`src/rtl/pwm_capture_pkg.sv`:
```
// pwm_capture_pkg: register map, CSR bit positions and FSM states for pwm_capture
package pwm_capture_pkg;
    localparam logic [2:0] ADDR_CTRL      = 3'd0;
    localparam logic [2:0] ADDR_STATUS    = 3'd1;
    localparam logic [2:0] ADDR_PERIOD    = 3'd2;
    localparam logic [2:0] ADDR_HIGH      = 3'd3;
    localparam logic [2:0] ADDR_PRESCALER = 3'd4;
    localparam logic [2:0] ADDR_IRQ_MASK  = 3'd5;
    localparam int CTRL_ENABLE = 0;
    localparam int CTRL_CLEAR  = 1;
    localparam int ST_VALID    = 0;
    localparam int ST_OVERFLOW = 1;
    localparam int ST_RUNNING  = 2;
    localparam int ST_LEVEL    = 3;
    typedef enum logic [1:0] {IDLE, ARM, MEASURE} state_t;
endpackage

```
`src/rtl/pwm_capture_if.sv`:
```
// pwm_capture_if: Avalon-MM slave bus bundle (chipselect, write, read, address, writedata, readdata)
interface pwm_capture_if;
    logic        chipselect;
    logic        write;
    logic        read;
    logic [2:0]  address;
    logic [31:0] writedata;
    logic [31:0] readdata;
    modport master(output chipselect, write, read, address, writedata, input readdata);
    modport slave(input chipselect, write, read, address, writedata, output readdata);
endinterface

```
`src/rtl/pwm_capture_sync_edge.sv`:
```
// pwm_capture_sync_edge: pwm_in synchroniser plus edge detector
// Ports: clk, reset (async, active-high), d (async input), level (synchronised),
//        rise/fall (single-cycle edge pulses)
module pwm_capture_sync_edge #(
    parameter int SYNC_STAGES = 2
) (
    input  logic clk,
    input  logic reset,
    input  logic d,
    output logic level,
    output logic rise,
    output logic fall
);
    logic [SYNC_STAGES-1:0] sync;
    logic prev;
    always_ff @(posedge clk or posedge reset)
        if (reset) begin
            sync <= '0;
            prev <= 1'b0;
        end else begin
            sync <= {sync[SYNC_STAGES-2:0], d};
            prev <= sync[SYNC_STAGES-1];
        end
    assign level = sync[SYNC_STAGES-1];
    assign rise  = level & ~prev;
    assign fall  = ~level & prev;
endmodule

```
`src/rtl/pwm_capture.sv`:
```
// pwm_capture: Avalon-MM PWM receiver measuring period and high time in prescaled ticks
// Ports: clk, reset (async, active-high), bus (Avalon-MM slave, 1-cycle registered read),
//        pwm_in (async PWM input), irq (only when PWM_CAPTURE_IRQ_EN is defined:
//        registered |(STATUS[1:0] & IRQ_MASK); address 5 is IRQ_MASK, otherwise reads 0)
module pwm_capture
    import pwm_capture_pkg::*;
#(
    parameter int CNT_W       = 16,
    parameter int SYNC_STAGES = 2
) (
    input  logic         clk,
    input  logic         reset,
    pwm_capture_if.slave bus,
    input  logic         pwm_in
`ifdef PWM_CAPTURE_IRQ_EN
    ,
    output logic         irq
`endif
);
    state_t state;
    logic enable, valid, overflow, level, rise, fall, tick;
    logic wr, rd, st_wr, clr, restart, capture, ovf_set, unused;
    logic [CNT_W-1:0] prescaler, pre_cnt, cnt, high_shadow, period, high;
    logic [31:0] rdata;
`ifdef PWM_CAPTURE_IRQ_EN
    logic [1:0] irq_mask;
`endif
    pwm_capture_sync_edge #(.SYNC_STAGES(SYNC_STAGES)) u_sync (
        .clk(clk), .reset(reset), .d(pwm_in), .level(level), .rise(rise), .fall(fall)
    );
    assign wr      = bus.chipselect & bus.write;
    assign rd      = bus.chipselect & bus.read;
    assign st_wr   = wr && bus.address == ADDR_STATUS;
    assign clr     = wr && bus.address == ADDR_CTRL && bus.writedata[CTRL_CLEAR];
    // a clear or a new prescale abandons any partial measurement
    assign restart = clr || (wr && bus.address == ADDR_PRESCALER);
    assign tick    = pre_cnt == prescaler;
    assign capture = enable && !restart && state == MEASURE && rise;
    assign ovf_set = enable && !restart && state == MEASURE && !rise && tick && cnt == '1;
    assign unused  = ^bus.writedata;
    always_comb begin
        rdata = '0;
        case (bus.address)
            ADDR_CTRL:      rdata[CTRL_ENABLE] = enable;
            ADDR_STATUS: begin
                rdata[ST_VALID]    = valid;
                rdata[ST_OVERFLOW] = overflow;
                rdata[ST_RUNNING]  = state == MEASURE;
                rdata[ST_LEVEL]    = level;
            end
            ADDR_PERIOD:    rdata[CNT_W-1:0] = period;
            ADDR_HIGH:      rdata[CNT_W-1:0] = high;
            ADDR_PRESCALER: rdata[CNT_W-1:0] = prescaler;
`ifdef PWM_CAPTURE_IRQ_EN
            ADDR_IRQ_MASK:  rdata[1:0] = irq_mask;
`endif
            default: ;
        endcase
    end
    always_ff @(posedge clk or posedge reset)
        if (reset) begin
            state       <= IDLE;
            cnt         <= '0;
            high_shadow <= '0;
            pre_cnt     <= '0;
        end else if (!enable || restart) begin
            state       <= enable ? ARM : IDLE;
            cnt         <= '0;
            high_shadow <= '0;
            pre_cnt     <= '0;
        end else begin
            // tick phase is realigned to every rise so whole periods divide evenly
            pre_cnt <= (rise || tick) ? '0 : pre_cnt + 1'b1;
            case (state)
                IDLE: state <= ARM;
                ARM: if (rise) begin
                    cnt   <= CNT_W'(1);
                    state <= MEASURE;
                end
                default: begin
                    if (rise)
                        cnt <= CNT_W'(1);
                    else if (tick && cnt == '1) begin
                        cnt   <= '0;
                        state <= ARM;
                    end else if (tick)
                        cnt <= cnt + 1'b1;
                    if (fall)
                        high_shadow <= cnt;
                end
            endcase
        end
    always_ff @(posedge clk or posedge reset)
        if (reset) begin
            enable       <= 1'b0;
            prescaler    <= '0;
            period       <= '0;
            high         <= '0;
            valid        <= 1'b0;
            overflow     <= 1'b0;
            bus.readdata <= '0;
        end else begin
            if (wr && bus.address == ADDR_CTRL)
                enable <= bus.writedata[CTRL_ENABLE];
            if (wr && bus.address == ADDR_PRESCALER)
                prescaler <= bus.writedata[CNT_W-1:0];
            if (clr || capture) begin
                period <= clr ? '0 : cnt;
                high   <= clr ? '0 : high_shadow;
            end
            // a set event on the same edge beats its W1C
            valid    <= !clr && (capture || (valid && !(st_wr && bus.writedata[ST_VALID])));
            overflow <= !clr && (ovf_set || (overflow && !(st_wr && bus.writedata[ST_OVERFLOW])));
            if (rd)
                bus.readdata <= rdata;
        end
`ifdef PWM_CAPTURE_IRQ_EN
    always_ff @(posedge clk or posedge reset)
        if (reset) begin
            irq_mask <= '0;
            irq      <= 1'b0;
        end else begin
            if (wr && bus.address == ADDR_IRQ_MASK)
                irq_mask <= bus.writedata[1:0];
            irq <= |({overflow, valid} & irq_mask);
        end
`endif
endmodule

```
`src/flat_wrapper.sv`:
```
// flat-port wrapper written by rule: the top's interface ports become plain ports
module pwm_capture_flat import pwm_capture_pkg::*;
#(
    parameter int CNT_W       = 16,
    parameter int SYNC_STAGES = 2
)
  (clk, reset, pwm_in, bus_chipselect, bus_write, bus_read, bus_address, bus_writedata, bus_readdata);
  pwm_capture_if bus_i ();
  input  logic clk;
  input  logic reset;
  input  logic pwm_in;
  input wire logic [$bits(bus_i.chipselect)-1:0] bus_chipselect;
  input wire logic [$bits(bus_i.write)-1:0] bus_write;
  input wire logic [$bits(bus_i.read)-1:0] bus_read;
  input wire logic [$bits(bus_i.address)-1:0] bus_address;
  input wire logic [$bits(bus_i.writedata)-1:0] bus_writedata;
  output wire logic [$bits(bus_i.readdata)-1:0] bus_readdata;
  assign bus_i.chipselect = bus_chipselect;
  assign bus_i.write = bus_write;
  assign bus_i.read = bus_read;
  assign bus_i.address = bus_address;
  assign bus_i.writedata = bus_writedata;
  assign bus_readdata = bus_i.readdata;
  pwm_capture #(.CNT_W(CNT_W), .SYNC_STAGES(SYNC_STAGES)) u_core (.clk(clk), .reset(reset), .bus(bus_i), .pwm_in(pwm_in));
endmodule
```
`config.mk`:
```
export PLATFORM = sky130hd
export DESIGN_NAME = pwm_capture_flat
export DESIGN_NICKNAME = d
export VERILOG_FILES = /design/src/rtl/pwm_capture_pkg.sv /design/src/rtl/pwm_capture_if.sv /design/src/rtl/pwm_capture_sync_edge.sv /design/src/rtl/pwm_capture.sv /design/src/flat_wrapper.sv
export SDC_FILE = /design/constraint.sdc
export NUM_CORES = 1
export LEC_CHECK = 0
export CORE_AREA = 2 2 117 119
export CTS_CLUSTER_DIAMETER = 150
export DETAILED_ROUTE_END_ITERATION = 10
export DIE_AREA = 0 0 119 121
export PLACE_DENSITY = 0.66
export SYNTH_ARGS = -nofsm -noshare
export SYNTH_HDL_FRONTEND = slang
export SYNTH_SLANG_ARGS = --single-unit
```
`constraint.sdc`:
```
create_clock -name clk -period 11 [get_ports clk]
set_input_delay 2.2 -clock clk [delete_from_list [all_inputs] [get_ports clk]]
set_output_delay 2.2 -clock clk [all_outputs]
set_load 0.02 [all_outputs]
```
# == Word-level counts from Yosys, hierarchy flattened ==
# Cells that the tools add are included.
# totals
out_inout_bits,32
register_bits,120
# classes
n_eq_ne,12
addsub,2
n_bitwise,6
n_reduce_logical,38
muxes,22
# ops
cell,count
2-to-1 mux 16 bit,12
one-hot mux 12 bit (3 select lines),1
"adder 16 x 1 -> 16 bit, second input constant",2
one-hot mux 16 bit (2 select lines),1
logical AND 1 bit,17
equality test 16 bit,1
"equality test 16 bit, second input constant",1
one-hot mux 3 bit (4 select lines),1
2-to-1 mux 2 bit,4
nonzero test 4 bit,2
"equality test 3 x 2 -> 1 bit, second input constant",2
zero test 1 bit,6
logical OR 1 bit,6
AND reduction 3 bit,2
one-hot mux 1 bit (5 select lines),1
bitwise AND 1 bit,4
"inequality test 2 x 1 -> 1 bit, second input constant",2
"inequality test 4 bit, second input constant",1
one-hot mux 2 bit (2 select lines),1
"equality test 3 x 1 -> 1 bit, second input constant",1
"equality test 3 bit, second input constant",1
zero test 3 bit,1
"inequality test 3 x 1 -> 1 bit, second input constant",1
"equality test 2 x 1 -> 1 bit, second input constant",1
other kinds (7),8

# == Depth between registers and ports, before layout ==
# Gate-level depths: netlist (run 1).
# depth
depth_word,12
mapped_depth,8

# == By module ==
# From an unflattened synthesis (run 1), not the netlist that was laid out.
# unflattened
cells_unflattened,545
hier_area_um2,5670.4
# by_module_without_submodules
module,area_per_inst_um2,cells_per_inst,instances
pwm_capture,5576.6,539,1
pwm_capture_sync_edge,93.8,6,1

# == Worst setup path after synthesis (run 1) ==
# No wires, ideal clock.
# synth_timing
kind,input port to flip-flop
startpoint,input bus_address[2]
endpoint,register u_core.prescaler[0]
cell_stages,6
path_buffers,3
setup_slack_ns,7.146
t_arrival_ns,3.729
cell_sequence,buf_2 -> nor3b_1 -> nor2b_1 -> buf_2 -> buf_2 -> mux2_2
# synth_via
elab_chain_len,2
# synth_rtl
element,line,source
"start, declared",flat_wrapper.sv:15,input wire logic [$bits(bus_i.address)-1:0] bus_address;
equality test 3 bit,pwm_capture.sv:105,if (wr && bus.address == ADDR_PRESCALER)
logical AND 1 bit,pwm_capture.sv:105,
"end signal, assigned",pwm_capture.sv:106,prescaler <= bus.writedata[CNT_W-1:0];
"end, declared",pwm_capture.sv:23,"logic [CNT_W-1:0] prescaler, pre_cnt, cnt, high_shadow, period, high;"
# Every way passes these cells.
# A chain may end at the register's enable or synchronous reset.

# == Final worst setup path (run 1) ==
# layout_timing
startpoint,input bus_address[1]
endpoint,register u_core.cnt[14]
# layout_via
elab_chain_len,7
# layout_rtl
element,line,source
zero test 3 bit,pwm_capture.sv:34,assign clr = wr && bus.address == ADDR_CTRL && bus.writedata[CTRL_CLEAR];
logical AND 1 bit (2 in series),pwm_capture.sv:34,
logical OR 1 bit *,pwm_capture.sv:36,assign restart = clr || (wr && bus.address == ADDR_PRESCALER);
logical OR 1 bit *,pwm_capture.sv:66,end else if (!enable || restart) begin
inequality test 3 x 1 -> 1 bit (no line) (tied with other cells),n/a,
AND reduction 3 bit (no line),n/a,
"end signal, assigned",pwm_capture.sv:87,cnt <= cnt + 1'b1;
"end, declared",pwm_capture.sv:23,
# Every way passes the cells marked *; elsewhere a longest branch is shown, timed or not.

==> summary.md, run 1 <==
| Metric | Value |
|---|---|
| Tmin final | between 4000 and 5000 ps |
| All-Layer GR Usage | between 20% and 30% |
| CP Capture Type | flop |
| Clock Pin Slew Worst Setup and Hold Paths | around 50 ps |
| Root Driver | clkbuf_16 |
| Status | complete, no violations |
| Critical path class | input pin to flop |
| Final hold slack | between 300 and 400 ps |
| Worst setup margin | ~6600 ps |
| Synth area leaders | dfrtp_1 (52%), nand2_1 (8.1%), a21oi_1 (4.8%) |
| Top FF cell, synth | dfrtp_1 |
| Pre-CTS setup slack | between 6000 and 7000 ps |
| Fraction of registers with async set or reset after synthesis | 100% |
| GR Util met1 | 26.3% |
| Final wirelength | between 10000 and 15000 um |
| Slew margin rel. | 22.1% |
| Power per standard cell area | about 170 nW/um^2 |
| FP Rows | 42 |
| First-pass GRT wire length | 22900 um |
| Postcts setup bufs | 0 |
| Chip height | 121 um |
| Mapped Area | 5780 um^2 |
| Commonest cells in the netlist | nand2_1 (125), dfrtp_1 (120), nor2_1 (59) |
| Post-cts sizing count | 0 |
| WHS Path Cells | 0 |
| DRC | 0 |
| Worst Path Required | 11300 ps |
| Reg2Reg Depth | 6 |
| Max Freq | around 0.23 GHz |
| Sink Count | 120 |
| Synth top area share | between 50% and 60% |
| Fin nets | just under 700 |
| TritonCTS clock tree | yes |
| 1st-iter DRT viols | 292 |
| Cts bufs inserted | 17 |
| Worst Min Path Start | u_core.u_sync.sync[0]$_DFF_PP0_ |
| Total power | between 1000 and 1500 uW |
| DP HPWL | 9190 um |
| # setup viols final | 0 |
| Seq/Total Area, Yosys | 51.9% |
| Post-DRT Antenna Nets | 0 |
| Syn. warnings | 0 |
| Initial antenna violation count | 0 |
| Area leader, netlist | dfrtp_1 |
| Max-cap violations | 0 |
| VDD IR max | roughly 0.11 mV |
| Initial Util | around 44% |
| Unrepaired setup endpoints after global routing | false |
| Port bufs | 40 |
| Share of layout cells above drive strength 1 | 9.20% |
| Vias | between 4000 and 5000 |
| Post-synthesis cell count | between 600 and 700 |
| R2r setup slk | between 8000 and 9000 ps |
| GR Layer Usage met3 | around 5.6% |
| Sum Neg Setup Slack | 0 ps |
| Worst-path maximum fanout | 22 |
| Hold endpoint | u_core.u_sync.sync[1]$_DFF_PP0_ |
| Dpl cells | a little over 800 |
| Pre-antenna DRT Iters | 5 |
| Largest net degree at the start of global routing | a little over 80 |
| Layout area overhead | 18.7% |
| Most common cell in the netlist | nand2_1 |
| Ant. Diodes | 0 |
| Final Skew | between 9 and 10 ps |
| Final std cells w/o fill | about 840 |
| Yosys cell types | between 50 and 60 |
| Total congestion overflow | 0 |
| Max clock buf depth | 2 |
| I/O Pins | 73 |
| Clk Latency, worst-skew pair | roughly 400 ps |
| Core ar. | around 13000 um^2 |
| Layout fillers | around 1200 |
| Hold-fix buffers at CTS | 0 |
| Total die area | about 14000 um^2 |
| Avg WL per Cell | around 16 um |
| Die X | ~120 um |
| Final hold vios | 0 |
| Fin crit share | about two fifths |
| Worst EP arrival | 4660 ps |
| H-tree lvl count | 4 |
| RR Endpoint | u_core.cnt[15]$_DFFE_PP0P_ |
| Worst Hold Class | flop to flop |
| Slew @ Worst Pin | 1170 ps |
| R2R Path Start | u_core.pre_cnt[5]$_DFF_PP0_ |
| Via density | around 5.4 |
| GR peak layer | met2 |
| Vias in the first global route | around 4500 |
| #FFs+latches synth | 120 |
| Post-synth EDFFs | 0 |
| Pleak | slightly above 0.003 uW |
| Met2 Usage GRT | between 30% and 40% |
| Max Slew Vio Count | 0 |
| Syn Area/Cell | 9.37 um^2 |
| Gpl congestion | slightly above 0.8 |
| CP Launch Type | input pin |
flip-flops by register name, summed over array words and instances, names as in the netlist:
signal and flops:
u_core.bus.readdata 16, u_core.cnt 16, u_core.enable 1, u_core.high 16, u_core.high_shadow 16, u_core.overflow 1, u_core.period 16, u_core.pre_cnt 16
u_core.prescaler 16, u_core.state 2, u_core.u_sync.prev 1, u_core.u_sync.sync 2, u_core.valid 1
worst max path at each step:
| stage | startpoint | to | slack (ps) | depth (start not counted) |
|---|---|---|---|---|
| 2_1_floorplan | reset | u_core.bus.readdata[0]$_DFFE_PP0P_ | 5610 | 1 |
| 3_3_place_gp | bus_address[1] | u_core.cnt[14]$_DFFE_PP0P_ | 6260 | 7 |
| 3_5_place_dp | bus_address[1] | u_core.cnt[14]$_DFFE_PP0P_ | 6250 | 7 |
| 4_1_cts | bus_address[1] | u_core.cnt[14]$_DFFE_PP0P_ | 6680 | 7 |
| 5_1_grt | bus_address[1] | u_core.cnt[14]$_DFFE_PP0P_ | 6440 | 7 |
| 6_report | bus_address[1] | u_core.cnt[14]$_DFFE_PP0P_ | 6640 | 7 |
cell families (layout without fill, tap and decap cells):
family,after synthesis,in the layout,share of synthesized area (%)
simple gates,285,285,22.6
flops,120,120,51.9
compound gates,91,91,9.26
buf+inv,54,85,4.87
mux,34,34,6.28
xor+xnor,30,30,4.55
fa+ha+maj,2,2,0.433
other cells,1,16,0.0649
per-layer routing:
metal	share of wire, %	vias up
li1	-	2154
met1	45	2249
met2	49	141
met3	4.8	17
met4	1.3	0
met5	0	-
cell usage in the layout, fill, tap and decap left out, types with 3 or more instances in the layout:
cell             count
nor2b_1              4
mux2i_1             16
nor3_1               3
mux2_2              18
nor2_1              59
o21ai_0              7
xor2_1               8
nand3_1             52
dfrtp_1            120
nor3b_1              3
o21ai_1              3
o31ai_1              5
nand2_1            125
xnor2_1             22
or4_1                3
clkdlybuf4s50_1     40
buf_4               10
and3_1               5
a21oi_1             55
a21o_1               3
conb_1              16
clkbuf_8             5
inv_1                4
clkbuf_16           17
and2_1               5
nand2b_1             5
clkbuf_1             6
nand4_1              8
cell type report:
class	instances	area [um^2]	area share (%)
Timing Repair Buffer	50	475	6.93
Inverter	5	21.3	0.310
Tap cell	176	220	3.21
Multi-Input combinational cell	458	2560	37.4
Clock buffer	28	517	7.53
Clock inverter	2	60.1	0.875
Sequential cell	120	3000	43.8
per-stage QoR:
| stage | instance area [um^2] | utilization, % |
|---|---|---|
| finish | 6860 | 52.4 |
| global route | 6860 | 52.4 |
| CTS | 6860 | 52.4 |
| detailed placement | 6280 | 48.0 |
| global placement | 6280 | 48.0 |
| floorplan | 5840 | - |
worst max-delay path: stages:
cell             delay (ps)
clkdlybuf4s50_1         670
o41ai_2                 400
buf_4                   330
nor2_1                  150
nand2b_1                560
nand3_1                 140
a21o_1                  210
power breakdown:
| group | internal (uW) | leakage [uW] | switching, uW | total, uW |
|---|---|---|---|---|
| clock network | 361 | 0.000281 | 180 | 541 |
| registers | 469 | 0.00161 | 28.3 | 497 |
| logic | 61.7 | 0.00117 | 84.0 | 146 |
(Power assumes the default switching activity.)
==> run 2: changes to the inputs <==
clock period = 4.5 ns   (was 11 ns; I/O delays follow)
==> summary.md, run 2 (synthesis gave the netlist of run 1 again) <==
| Metric | Value |
|---|---|
| Status | complete, no violations |
| 1st-iter DRT viols | between 300 and 400 |
| Largest net degree at the start of global routing | 62 |
| Critical path class | input pin to flop |
| Pre-antenna DRT Iters | 5 |
| Die X | 119 um |
| Port bufs | 40 |
| Hold endpoint | u_core.u_sync.sync[1]$_DFF_PP0_ |
| Met2 wire length | roughly 6300 um |
| Worst Path Required | between 4000 and 5000 ps |
| Postcts setup bufs | 0 |
| Final hold slack | about 350 ps |
| Vias | 4416 |
| FP Rows | 42 |
| CP Capture Type | flop |
| Most common cell after layout, fill and taps aside | nand2_1 |
| Avg WL per Cell | 15.7 um |
| Hold-fix buffers at CTS | 0 |
| H-tree lvl count | 4 |
| WHS Path Cells | 0 |
| Worst-path maximum fanout | 18 |
| Worst EP arrival | 3400 ps |
| DP HPWL | between 9000 and 10000 um |
| Comb power frac | 12.0% |
| Met3 wire length | between 500 and 600 um |
| Initial antenna violation count | 0 |
| Worst Setup SP | bus_address[0] |
| Worst Hold Class | flop to flop |
| Slew @ Worst Pin | between 1000 and 1500 ps |
| Worst Min Path Start | u_core.u_sync.sync[0]$_DFF_PP0_ |
| I/O Pins | 73 |
| Internal power | 2230 uW |
| Clock Power Share | between 40 and 50% |
| Clk Latency, worst-skew pair | about 420 ps |
| R2R Path Start | u_core.pre_cnt[5]$_DFF_PP0_ |
| Power per standard cell area | ~430 nW/um^2 |
| Gpl congestion | between 0.8 and 0.9 |
| Cts bufs inserted | 17 |
| Root Driver | clkbuf_16 |
| Share of layout cells above drive strength 1 | 10.2% |
| Tmin final | a little over 3000 ps |
| Max Slew Vio Count | 0 |
| Final hold vios | 0 |
| Top sig layer | met4 |
| Final Skew | just under 7 ps |
| VDD IR max | 0.259 mV |
| R2r setup slk | around 1900 ps |
| Sum Neg Setup Slack | 0 ps |
| Wire length on met1 | around 6000 um |
| TritonCTS clock tree | yes |
| First-pass GRT wire length | between 20000 and 25000 um |
| Reg2Reg Depth | 6 |
| Vias in the first global route | around 4300 |
| Max clock buf depth | 2 |
| Commonest non-fill, non-tap cells in the layout | nand2_1 (125), dfrtp_1 (120), nor2_1 (59), a21oi_1 (55), nand3_1 (52) |
| Sink Count | 120 |
| Total congestion overflow | 0 |
| Max-cap violations | 0 |
| DRC | 0 |
| Post-cts sizing count | 0 |
| Max Freq | 0.322 GHz |
| Total power | 2970 uW |
| Total die area | roughly 14000 um^2 |
| Unrepaired setup endpoints after global routing | false |
| Via density | 5.25 |
| Clock Pin Slew Worst Setup and Hold Paths | roughly 50 ps |
| Ant. Diodes | 0 |
| Chip height | 121 um |
| Flop pwr share | around two fifths |
| Post-DRT Antenna Nets | 0 |
| RR Endpoint | u_core.cnt[14]$_DFFE_PP0P_ |
| Fin crit share | 69.0% |
| Pleak | ~0.003 uW |
| # setup viols final | 0 |
| Switching part of the total | between 20% and 30% |
| Fin nets | between 600 and 700 |
| Slew margin rel. | approximately 28% |
| Core ar. | roughly 13000 um^2 |
| All-Layer GR Usage | about a fifth |
| Layout area overhead | 19.5% |
| Final wirelength | roughly 13000 um |
| Initial Util | between 40% and 50% |
| Switching pwr | about 740 uW |
| CP Launch Type | input pin |
==> run 2: changes by cell type in the layout (fill, tap and decap cells not counted) <==
| cell | delta |
|---|---|
| clkinv_2 | +4 |
| bufinv_16 | +1 |
| clkbuf_1 | -5 |
| buf_4 | +1 |
| clkinvlp_4 | +1 |
==> run 2: area by class of cell <==
cell class | count | area, um^2
well taps | 176 | 220
fillers | 1147 | 6180
repair buffers | 51 | 483
inverters | 5 | 21.3
multi-input cells | 458 | 2560
clock inverters | 8 | 118
flip-flops and latches | 120 | 3000
clock buffers | 23 | 498
==> run 2: worst max path at each step <==
stage                                              end  slack [ps]  cells past startpoint
floorplan           u_core.bus.readdata[0]$_DFFE_PP0P_         410                      1
global placement            u_core.cnt[14]$_DFFE_PP0P_        1050                      6
detailed placement          u_core.cnt[14]$_DFFE_PP0P_        1020                      6
CTS                         u_core.cnt[14]$_DFFE_PP0P_        1430                      6
global route                u_core.cnt[14]$_DFFE_PP0P_        1240                      6
finish                      u_core.cnt[14]$_DFFE_PP0P_        1400                      6
==> run 2: power groups by stage <==
stage	logic (uW)	clock network (uW)	registers (uW)
floorplan	229	0	1230
global placement	351	0	1230
detailed placement	357	0	1230
CTS	360	1420	1210
global route	390	1480	1220
finish	357	1400	1210
==> run 2: worst max-delay path: stages <==
cell	delay [ps]
clkdlybuf4s50_1	690
o41ai_2	690
nor2_1	180
nand2b_1	570
nand3_1	150
a21o_1	220
==> run 2: per-stage QoR <==
| step | cell area (um^2) | setup WS, ps | cells | utilization (%) |
|---|---|---|---|---|
| after floorplan | 5840 | 414 | 632 | - |
| after global placement | 6290 | 1050 | 810 | 48.1 |
| after detailed placement | 6290 | 1020 | 810 | 48.1 |
| after CTS | 6910 | 1430 | 841 | 52.8 |
| after global routing | 6910 | 1240 | 841 | 52.8 |
| final | 6910 | 1400 | 841 | 52.8 |
==> run 2: routing by layer <==
layer / global-route usage, % / up-vias
li1: - / 2151
met1: 26.3 / 2122
met2: 32.1 / 123
met3: 4.28 / 20
met4: 7.29 / 0
met5: 0 / -
